<file path="src/rtl/fifo_pkg.sv">
// Shared FIFO definitions: default geometry and the Gray/binary conversion helpers.
// The helpers work on 32-bit values; callers zero-extend and truncate to their pointer width.
package fifo_pkg;

    localparam int unsigned ADDRESS_SIZE_DEFAULT = 4;
    localparam int unsigned SYNC_STAGES_DEFAULT  = 2;

    function automatic logic [31:0] bin2gray(input logic [31:0] b);
        return b ^ (b >> 1);
    endfunction

    // Each binary bit is the XOR of all Gray bits at and above it.
    function automatic logic [31:0] gray2bin(input logic [31:0] g);
        logic [31:0] b;
        b[31] = g[31];
        for (int i = 30; i >= 0; i--) begin
            b[i] = b[i + 1] ^ g[i];
        end
        return b;
    endfunction

endpackage

</file>
<file path="src/rtl/read_ctrl_gray_if.sv">
// Read-side port bundle of the async FIFO controller.
// master: the consumer / storage side; slave: the read controller itself.
interface read_ctrl_gray_if
    import fifo_pkg::*;
#(
    parameter int unsigned ADDRESS_SIZE = ADDRESS_SIZE_DEFAULT
);
    logic                    read_incr;
    logic [ADDRESS_SIZE:0]   write_gray_a;
    logic [ADDRESS_SIZE:0]   ae_threshold;
    logic                    read_underflow_clr;
    logic [ADDRESS_SIZE:0]   read_gray;
    logic [ADDRESS_SIZE-1:0] read_address;
    logic                    read_empty;
    logic                    read_almost_empty;
    logic [ADDRESS_SIZE:0]   read_level;
    logic                    read_underflow;

    modport master (
        output read_incr, write_gray_a, ae_threshold, read_underflow_clr,
        input  read_gray, read_address, read_empty, read_almost_empty, read_level,
               read_underflow
    );

    modport slave (
        input  read_incr, write_gray_a, ae_threshold, read_underflow_clr,
        output read_gray, read_address, read_empty, read_almost_empty, read_level,
               read_underflow
    );

endinterface

</file>
<file path="src/rtl/gray_sync.sv">
// Multi-flop synchronizer for a Gray-coded pointer crossing into this clock domain.
module gray_sync
    import fifo_pkg::*;
#(
    parameter int unsigned WIDTH       = ADDRESS_SIZE_DEFAULT + 1,
    parameter int unsigned SYNC_STAGES = SYNC_STAGES_DEFAULT
) (
    input  logic             clk,
    input  logic             rst,
    input  logic [WIDTH-1:0] din,
    output logic [WIDTH-1:0] dout
);
    logic [WIDTH-1:0] stage_q [SYNC_STAGES];

    // Shift the pointer through the flop chain; reset clears every stage.
    always_ff @(posedge clk or posedge rst) begin
        if (rst) begin
            for (int i = 0; i < SYNC_STAGES; i++) begin
                stage_q[i] <= '0;
            end
        end else begin
            stage_q[0] <= din;
            for (int i = 1; i < SYNC_STAGES; i++) begin
                stage_q[i] <= stage_q[i - 1];
            end
        end
    end

    assign dout = stage_q[SYNC_STAGES - 1];

endmodule

</file>
<file path="src/rtl/read_ctrl_gray.sv">
// Read-side pointer/flag controller of an asynchronous FIFO.
// Optional sticky underflow flag enabled by defining READ_UNDERFLOW_FLAG_EN.
module read_ctrl_gray
    import fifo_pkg::*;
#(
    parameter int unsigned ADDRESS_SIZE = ADDRESS_SIZE_DEFAULT,
    parameter int unsigned SYNC_STAGES  = SYNC_STAGES_DEFAULT
) (
    input  logic            read_clk,
    input  logic            rreset,
    read_ctrl_gray_if.slave bus
);
    localparam int unsigned PW = ADDRESS_SIZE + 1;

    logic [PW-1:0] rbin_q, rbin_d;
    logic [PW-1:0] rgray_q, rgray_d;
    logic [PW-1:0] level_q, level_d;
    logic [PW-1:0] wgray_s, wbin_s;
    logic          empty_q, empty_d;
    logic          aempty_q, aempty_d;
    logic          accept;

    gray_sync #(
        .WIDTH       (PW),
        .SYNC_STAGES (SYNC_STAGES)
    ) u_wsync (
        .clk  (read_clk),
        .rst  (rreset),
        .din  (bus.write_gray_a),
        .dout (wgray_s)
    );

    // Flags are computed from the next pointer so empty asserts on the popping edge itself.
    always_comb begin
        accept   = bus.read_incr & ~empty_q;
        rbin_d   = rbin_q + PW'(accept);
        rgray_d  = PW'(bin2gray(32'(rbin_d)));
        wbin_s   = PW'(gray2bin(32'(wgray_s)));
        empty_d  = (rgray_d == wgray_s);
        level_d  = wbin_s - rbin_d;
        aempty_d = (level_d <= bus.ae_threshold);
    end

    // Pointer and flag registers; reset presents an empty FIFO.
    always_ff @(posedge read_clk or posedge rreset) begin
        if (rreset) begin
            rbin_q   <= '0;
            rgray_q  <= '0;
            level_q  <= '0;
            empty_q  <= 1'b1;
            aempty_q <= 1'b1;
        end else begin
            rbin_q   <= rbin_d;
            rgray_q  <= rgray_d;
            level_q  <= level_d;
            empty_q  <= empty_d;
            aempty_q <= aempty_d;
        end
    end

    assign bus.read_gray         = rgray_q;
    assign bus.read_address      = rbin_q[ADDRESS_SIZE-1:0];
    assign bus.read_empty        = empty_q;
    assign bus.read_almost_empty = aempty_q;
    assign bus.read_level        = level_q;

`ifdef READ_UNDERFLOW_FLAG_EN
    logic underflow_q;

    // Sticky underflow: a new underflow wins over a clear on the same edge.
    always_ff @(posedge read_clk or posedge rreset) begin
        if (rreset) begin
            underflow_q <= 1'b0;
        end else if (bus.read_incr & empty_q) begin
            underflow_q <= 1'b1;
        end else if (bus.read_underflow_clr) begin
            underflow_q <= 1'b0;
        end
    end

    assign bus.read_underflow = underflow_q;
`else
    logic unused_underflow_clr;

    assign unused_underflow_clr = bus.read_underflow_clr;
    assign bus.read_underflow   = 1'b0;
`endif

endmodule

</file>
<file path="src/flat_wrapper.sv">
// flat-port wrapper written by rule: the top's interface ports become plain ports
module read_ctrl_gray_flat import fifo_pkg::*;
#(
    parameter int unsigned ADDRESS_SIZE = ADDRESS_SIZE_DEFAULT,
    parameter int unsigned SYNC_STAGES  = SYNC_STAGES_DEFAULT
)
  (read_clk, rreset, bus_read_incr, bus_write_gray_a, bus_ae_threshold, bus_read_underflow_clr, bus_read_gray, bus_read_address, bus_read_empty, bus_read_almost_empty, bus_read_level, bus_read_underflow);
  read_ctrl_gray_if #(.ADDRESS_SIZE(ADDRESS_SIZE)) bus_i ();
  input  logic read_clk;
  input  logic rreset;
  input wire logic [$bits(bus_i.read_incr)-1:0] bus_read_incr;
  input wire logic [$bits(bus_i.write_gray_a)-1:0] bus_write_gray_a;
  input wire logic [$bits(bus_i.ae_threshold)-1:0] bus_ae_threshold;
  input wire logic [$bits(bus_i.read_underflow_clr)-1:0] bus_read_underflow_clr;
  output wire logic [$bits(bus_i.read_gray)-1:0] bus_read_gray;
  output wire logic [$bits(bus_i.read_address)-1:0] bus_read_address;
  output wire logic [$bits(bus_i.read_empty)-1:0] bus_read_empty;
  output wire logic [$bits(bus_i.read_almost_empty)-1:0] bus_read_almost_empty;
  output wire logic [$bits(bus_i.read_level)-1:0] bus_read_level;
  output wire logic [$bits(bus_i.read_underflow)-1:0] bus_read_underflow;
  assign bus_i.read_incr = bus_read_incr;
  assign bus_i.write_gray_a = bus_write_gray_a;
  assign bus_i.ae_threshold = bus_ae_threshold;
  assign bus_i.read_underflow_clr = bus_read_underflow_clr;
  assign bus_read_gray = bus_i.read_gray;
  assign bus_read_address = bus_i.read_address;
  assign bus_read_empty = bus_i.read_empty;
  assign bus_read_almost_empty = bus_i.read_almost_empty;
  assign bus_read_level = bus_i.read_level;
  assign bus_read_underflow = bus_i.read_underflow;
  read_ctrl_gray #(.ADDRESS_SIZE(ADDRESS_SIZE), .SYNC_STAGES(SYNC_STAGES)) u_core (.read_clk(read_clk), .rreset(rreset), .bus(bus_i));
endmodule
</file>
<file path="config.mk">
export PLATFORM = sky130hd
export DESIGN_NAME = read_ctrl_gray_flat
export DESIGN_NICKNAME = d
export VERILOG_FILES = /design/src/rtl/fifo_pkg.sv /design/src/rtl/read_ctrl_gray_if.sv /design/src/rtl/gray_sync.sv /design/src/rtl/read_ctrl_gray.sv /design/src/flat_wrapper.sv
export SDC_FILE = /design/constraint.sdc
export NUM_CORES = 1
export LEC_CHECK = 0
export BUFFER_PORTS_ARGS = -buffer_cell sky130_fd_sc_hd__buf_2
export CAP_MARGIN = 20
export CORE_ASPECT_RATIO = 0.8
export CORE_MARGIN = 10
export CORE_UTILIZATION = 33
export CTS_BUF_LIST = sky130_fd_sc_hd__clkbuf_16
export DETAILED_ROUTE_END_ITERATION = 10
export GPL_TIMING_DRIVEN = 0
export PLACE_DENSITY_LB_ADDON = 0.3
export SLEW_MARGIN = 20
export SYNTH_ARGS = -nofsm -noshare
export SYNTH_HDL_FRONTEND = slang
export SYNTH_SLANG_ARGS = --single-unit
</file>
<file path="constraint.sdc">
create_clock -name read_clk -period 3.25 [get_ports read_clk]
set_input_delay 0.1625 -clock read_clk [delete_from_list [all_inputs] [get_ports read_clk]]
set_output_delay 0.1625 -clock read_clk [all_outputs]
set_load 0.01 [all_outputs]
</file>
==> results of run 1 <==
## routing by layer
metal  GRT usage (%)  routed length, um  up-vias
li1                -                  -      411
met1            8.74               1120      375
met2            11.4               1080       21
met3            3.44                164        5
met4            1.90                 19        0
met5               0                  0        -
## logic make-up after synthesis
kind of cell / after synthesis / synth area share (%)
compound gates: 12 / 5.76
xor+xnor: 24 / 16.7
fa+ha+maj: 12 / 12.1
buf+inv: 19 / 7.20
flops: 26 / 50.1
other cells: 1 / 0.288
simple gates: 15 / 7.87
## path summary, 6_finish.rpt
kind,from,to,slack (ps),cells after the start
worst max-delay path,u_core.u_wsync.dout[4]$_DFF_PP0_,u_core.bus.read_almost_empty$_DFF_PP1_,180,13
worst min-delay path,bus_write_gray_a[1],u_core.u_wsync.stage_q[6]$_DFF_PP0_,9,1
worst max register to register,u_core.u_wsync.dout[4]$_DFF_PP0_,u_core.bus.read_almost_empty$_DFF_PP1_,180,13
worst min register to register,u_core.u_wsync.stage_q[8]$_DFF_PP0_,u_core.u_wsync.dout[3]$_DFF_PP0_,350,0
max in group asynchronous,rreset,u_core.rbin_q[0]$_DFF_PP0_,2580,2
min in group asynchronous,rreset,u_core.rbin_q[3]$_DFF_PP0_,110,2
## flip-flops by register name, indices dropped and copies added, names as in the netlist
signal / flops
u_core.bus.read_level: 5
u_core.rbin_q: 5
u_core.u_wsync.stage_q: 5
u_core.bus.read_almost_empty: 1
u_core.u_wsync.dout: 5
u_core.bus.read_gray: 4
u_core.bus.read_empty: 1
## cell type report
type	instances	area, um2
repair buffers	31	170
flip-flops and latches	26	653
inverters	15	56.3
fillers	372	2130
multi-input cells	64	579
plain buffers	4	37.5
well taps	55	68.8
clock buffers	3	75.1
clock inverters	1	30.0
## power breakdown
part	internal, uW	switching [uW]	leakage, uW
Sequential	454	55.4	0.000301
Combinational	513	574	0.000472
Clock	245	104	0.0000511
## worst max-delay path, delay by kind of cell (launching register included)
family | cells | cell delay [ps]
buffers and inverters | 1 | 50
xor gates and xnor gates | 4 | 770
adders and majority gates | 3 | 1010
and+or+nand+nor | 1 | 140
DFF | 1 | 410
AOI/OAI and AO/OA | 4 | 620
## placed cells by master (no fill, tap or decap), types with 2 or more instances in the layout
master,n
dfrtp_1,24
xnor2_1,12
xor2_1,8
o21a_1,3
a21oi_1,4
ha_1,11
inv_1,15
a21o_1,2
buf_2,30
nor2b_1,2
nand3_1,2
dfstp_2,2
dlygate4sd3_1,3
xor2_2,3
clkbuf_16,3
## synthesized netlist by cell type, drive strengths merged (2+ instances only)
library cell / instances
buf: 4
ha: 11
xor2: 11
o21a: 3
dfstp: 2
dfrtp: 24
and3: 2
a21oi: 4
nand3: 2
a21o: 2
inv: 15
xnor2: 13
o21ai: 2
nor2b: 2
## stage by stage
stage,cell area (um2),utilization [%],std cells,worst slack [ps]
2_1_floorplan,1300,-,109,313
5_1_grt,1670,43.9,199,40.5
4_1_cts,1630,42.7,196,68.2
6_report,1670,43.9,199,179
3_5_place_dp,1510,39.8,192,-0.606
3_3_place_gp,1510,39.8,192,137
## what timing repair did
item                       in CTS  in global routing
hold endpoints to repair        0                  3
setup endpoints to repair       1                  1
gates cloned                    0                  0
resized for setup               1                  2
hold buffers                    0                  3
==> flow_summary.ini, run 1 <==
[logic_synthesis]
yosysSeqAreaShare_pct = 50.1
synth.avg_cell_area_um2 = 12.0
ys_async_sr_fraction_pct = 100
postSynthCellCount = 109
synth-edff-count = 0
yosys.area.top_type_share_pct = 46.1
ys_ff_latch = 26
yosysUniqueCellTypes = 31
synth.largest_area_cell = dfrtp_1
synthTopCellsByArea = dfrtp_1, ha_1, xnor2_1
netlist_area_um2 = 1300
synth.net_count = 135
synth_ff_type = dfrtp_1
synth-warning-count = 0

[setup_path]
crit_path_start_kind = flip-flop
cpPeakStageDelay_ps = 490
cp-end-kind = flip-flop
worst_path_max_delay_cell = fa_1
timing.critical_path.cells = xor2_2, xnor2_2, xor2_2, xor2_1, ha_1, fa_1, inv_1, ha_1, nor2b_1, o21a_1, o21a_1, o21a_1, o21ai_1
critical_path.max_fanout = 3
setup.worst_path.class = reg -> reg
worst_ep_required_time_ps = 3440
crit_top_cell = o21a_1
worst_ep_arrival_time_ps = 3260

[sta]
final-hold-violation-count = 0
rsz_0062_raised_after_global_routing = no
timing.clock.skew_ps = 3.25
final-max-slew-violation-count = 0
shortest_clock_period_the_worst_path_allows_after_layout_ps = 3070
worst-slew-pin-transition_ps = 932
fin_crit_share_pct = 94.5
timing.fmax_ghz = 0.326
setup_tns_ps = 0
maxSlewHeadroom_pct = 37.8
worst_hold_slack_ps = 9.17
finalSetupViolCount = 0

[floorplan]
placementRows = 20
die_y_extent_um = 76.2
area_inside_the_core_boundary_um2 = 3800
initial_core_util_pct = 34.3
die_w_um = 90.3
dieArea_um2 = 6880
io_pins = 31

[cts]
h-tree-depth = 1
worstSkewPairLatency_ps = 260
tritoncts.num_buffers = 3
tritoncts = yes
clkSinkCount = 26
ctsLongestPathBuffers = 2
clock_tree.root_cell = clkbuf_16
cts.reportedPaths.clkPinSlew_ps = 60
cts_setup_buffers = 0

[placement]
place_congestion = 0.771
place_hpwl_um = 1940
portBuffers = 28

[power]
power-per-cell-area_nw_per_um2 = 1160
fin_total_pwr_uw = 1940
ir_drop_v = 0.000382
p_leak_uw = 0.000825

[drt]
detailedRoute.firstIterationViolations = 35
drt.antenna.violating_nets = 0
viasPerCell = 4.08
drt-pass1-iter-count = 4
routed_wirelength_um = 2390
route.vias.total = 812
wl_per_cell_um = 12.0
drc_errors = 0

[global_route]
grt_max_degree = 27
globalRoute.totalOverflow = 0
grt_antenna_before_repair = 0
vias_in_the_first_global_route = 911
gr-usage-all-layers_pct = 7.29
wire_length_of_the_first_global_routing_pass_um = 4240

[outcome]
outcome = finished clean

[hold_path]
timing.hold.worst.class = in -> reg

[layout]
syn2layout_area_growth_pct = 28.1
post_route_cells_drive_above_1_share_pct = 30.6
nets = 171
num_antenna_cells = 0

[flow_run]
max_cap_viols = 0
Power figures use the tool's default switching activity.
==> run 2: changes to the inputs <==
--- a/config.mk
+++ b/config.mk
@@ -8,7 +8,6 @@
 export BUFFER_PORTS_ARGS = -buffer_cell sky130_fd_sc_hd__buf_2
 export CAP_MARGIN = 20
 export CORE_ASPECT_RATIO = 0.8
-export CORE_MARGIN = 10
 export CORE_UTILIZATION = 33
 export CTS_BUF_LIST = sky130_fd_sc_hd__clkbuf_16
 export DETAILED_ROUTE_END_ITERATION = 10
==> run 2 against run 1 <==
Against the previous run:
- hold slack worse by 3.7 ps
- sequential power about the same
- clock-buffer cell count unchanged
- utilization up 1.3 points
- largest power group unchanged
- die area down 39%
- register-to-register slack about the same
- fmax up 0.25%
- clock skew down 0.95 ps
==> flow_summary.ini, run 2 (synthesized netlist as in run 1, its figures left out) <==
[outcome]
outcome = finished clean

[drt]
drt.antenna.violating_nets = 0
drc_errors = 0
drt-pass1-iter-count = 4
routed_wirelength_um = 2030
route.vias.total = 835
detailedRoute.firstIterationViolations = 29
viasPerCell = 4.15
wl_per_cell_um = 10.1

[setup_path]
critical_path.max_fanout = 3
setup.worst_path.class = reg -> reg
critical_path_origin = u_core.u_wsync.dout[4]$_DFF_PP0_
worst_ep_arrival_time_ps = 3250
cp-end-kind = flip-flop
timing.rr.start = u_core.u_wsync.dout[4]$_DFF_PP0_
crit_path_start_kind = flip-flop
worst_ep_required_time_ps = 3440

[sta]
setup_slack_ps = 186
setup_tns_ps = 0
timing.fmax_ghz = 0.326
shortest_clock_period_the_worst_path_allows_after_layout_ps = 3060
rsz_0062_raised_after_global_routing = no
timing.clock.skew_ps = 2.30
fin_crit_share_pct = 94.3
finalSetupViolCount = 0
final-max-slew-violation-count = 0
final-hold-violation-count = 0

[placement]
postPlaceCellArea_um2 = 1510
place_congestion = 0.707
portBuffers = 28
place_hpwl_um = 1630
dp_worst_slack_ps = 56.0

[cts]
worstSkewPairLatency_ps = 260
ctsLongestPathBuffers = 2
cts.reportedPaths.clkPinSlew_ps = 60
clock_tree.root_cell = clkbuf_16
tritoncts.num_buffers = 3
clkSinkCount = 26
tritoncts = yes
h-tree-depth = 1

[layout]
final_util_pct = 45.2
final.fill_count = 369
nets = 173
syn2layout_area_growth_pct = 31.0
most_used_cells_in_the_layout_excluding_fill_and_tap_cells = buf_2, dfrtp_1, inv_1
layout_commonest_cell = buf_2
post_route_cells_drive_above_1_share_pct = 30.8
layout.cell_area.non_filler_um2 = 1710
num_antenna_cells = 0

[power]
ir_drop_v = 0.000403
power-per-cell-area_nw_per_um2 = 1130
p_leak_uw = 0.000842

[hold_path]
timing.hold.worst.class = in -> reg
hold_path_startpoint = bus_write_gray_a[3]

[global_route]
vias_in_the_first_global_route = 820
grt_antenna_before_repair = 0
gr-usage-all-layers_pct = 11.6
grt_max_degree = 27
globalRoute.totalOverflow = 0
wire_length_of_the_first_global_routing_pass_um = 3660

[floorplan]
die_w_um = 72.3
area_inside_the_core_boundary_um2 = 3780
placementRows = 20
initial_core_util_pct = 34.5
io_pins = 31
die_y_extent_um = 58.2
dieArea_um2 = 4210

[flow_run]
max_cap_viols = 0
run 2: changes by cell type in the layout (fill, tap and decap cells not counted):
cell	change
dlygate4sd3_1	+1
buf_16	+1
run 2: through the flow:
stage	total power, uW	std cells	hold WS, ps
6_report	1930	201	5.48
5_1_grt	2120	201	1.39
2_1_floorplan	1320	109	194
4_1_cts	1950	199	0.168
3_5_place_dp	1580	192	273
3_3_place_gp	1550	192	271
run 2: repair_timing:
action,CTS,global route
endpoints found under the setup margin,0,1
hold buffers,3,1
gates resized for setup,0,3
setup buffers,0,0
endpoints found under the hold margin,3,9
run 2: final timing paths:
path / end / slack [ps] / cells past startpoint
min in group asynchronous: u_core.u_wsync.stage_q[5]$_DFF_PP0_ / 430 / 3
worst min register to register: u_core.u_wsync.dout[3]$_DFF_PP0_ / 350 / 0
worst max-delay path: u_core.bus.read_almost_empty$_DFF_PP1_ / 190 / 13
max in group asynchronous: u_core.bus.read_empty$_DFF_PP1_ / 2310 / 4
worst min-delay path: u_core.u_wsync.stage_q[8]$_DFF_PP0_ / 5 / 1
worst max register to register: u_core.bus.read_almost_empty$_DFF_PP1_ / 190 / 13
run 2: per-layer routing:
| metal | track usage, % | share of wire (%) | vias up |
|---|---|---|---|
| li1 | - | - | 414 |
| met1 | 14.7 | 48 | 392 |
| met2 | 19.1 | 44 | 26 |
| met3 | 4.35 | 7.0 | 3 |
| met4 | 2.52 | 1.0 | 0 |
| met5 | 0 | 0 | - |
run 2: where the power goes:
part | total (uW) | switching (uW) | internal, uW
combinational | 1070 | 553 | 513
sequential | 509 | 55.4 | 454
clock | 352 | 107 | 245
run 2: critical path, stage by stage (launching register included):
cell,delay (ps)
dfrtp_1,410
xor2_2,210
xnor2_2,200
xor2_2,240
xor2_1,120
ha_1,240
fa_1,490
inv_1,60
ha_1,280
nor2b_1,130
o21a_1,160
o21a_1,160
o21a_1,170
o21ai_1,130
run 2: layout make-up:
| cell class | count | area (um2) | area share (%) |
|---|---|---|---|
| flip-flops and latches | 26 | 653 | 38.2 |
| multi-input cells | 64 | 579 | 33.9 |
| repair buffers | 33 | 208 | 12.2 |
| clock buffers | 3 | 75.1 | 4.40 |
| well taps | 55 | 68.8 | 4.03 |
| inverters | 15 | 56.3 | 3.30 |
| plain buffers | 4 | 37.5 | 2.20 |
| clock inverters | 1 | 30.0 | 1.76 |
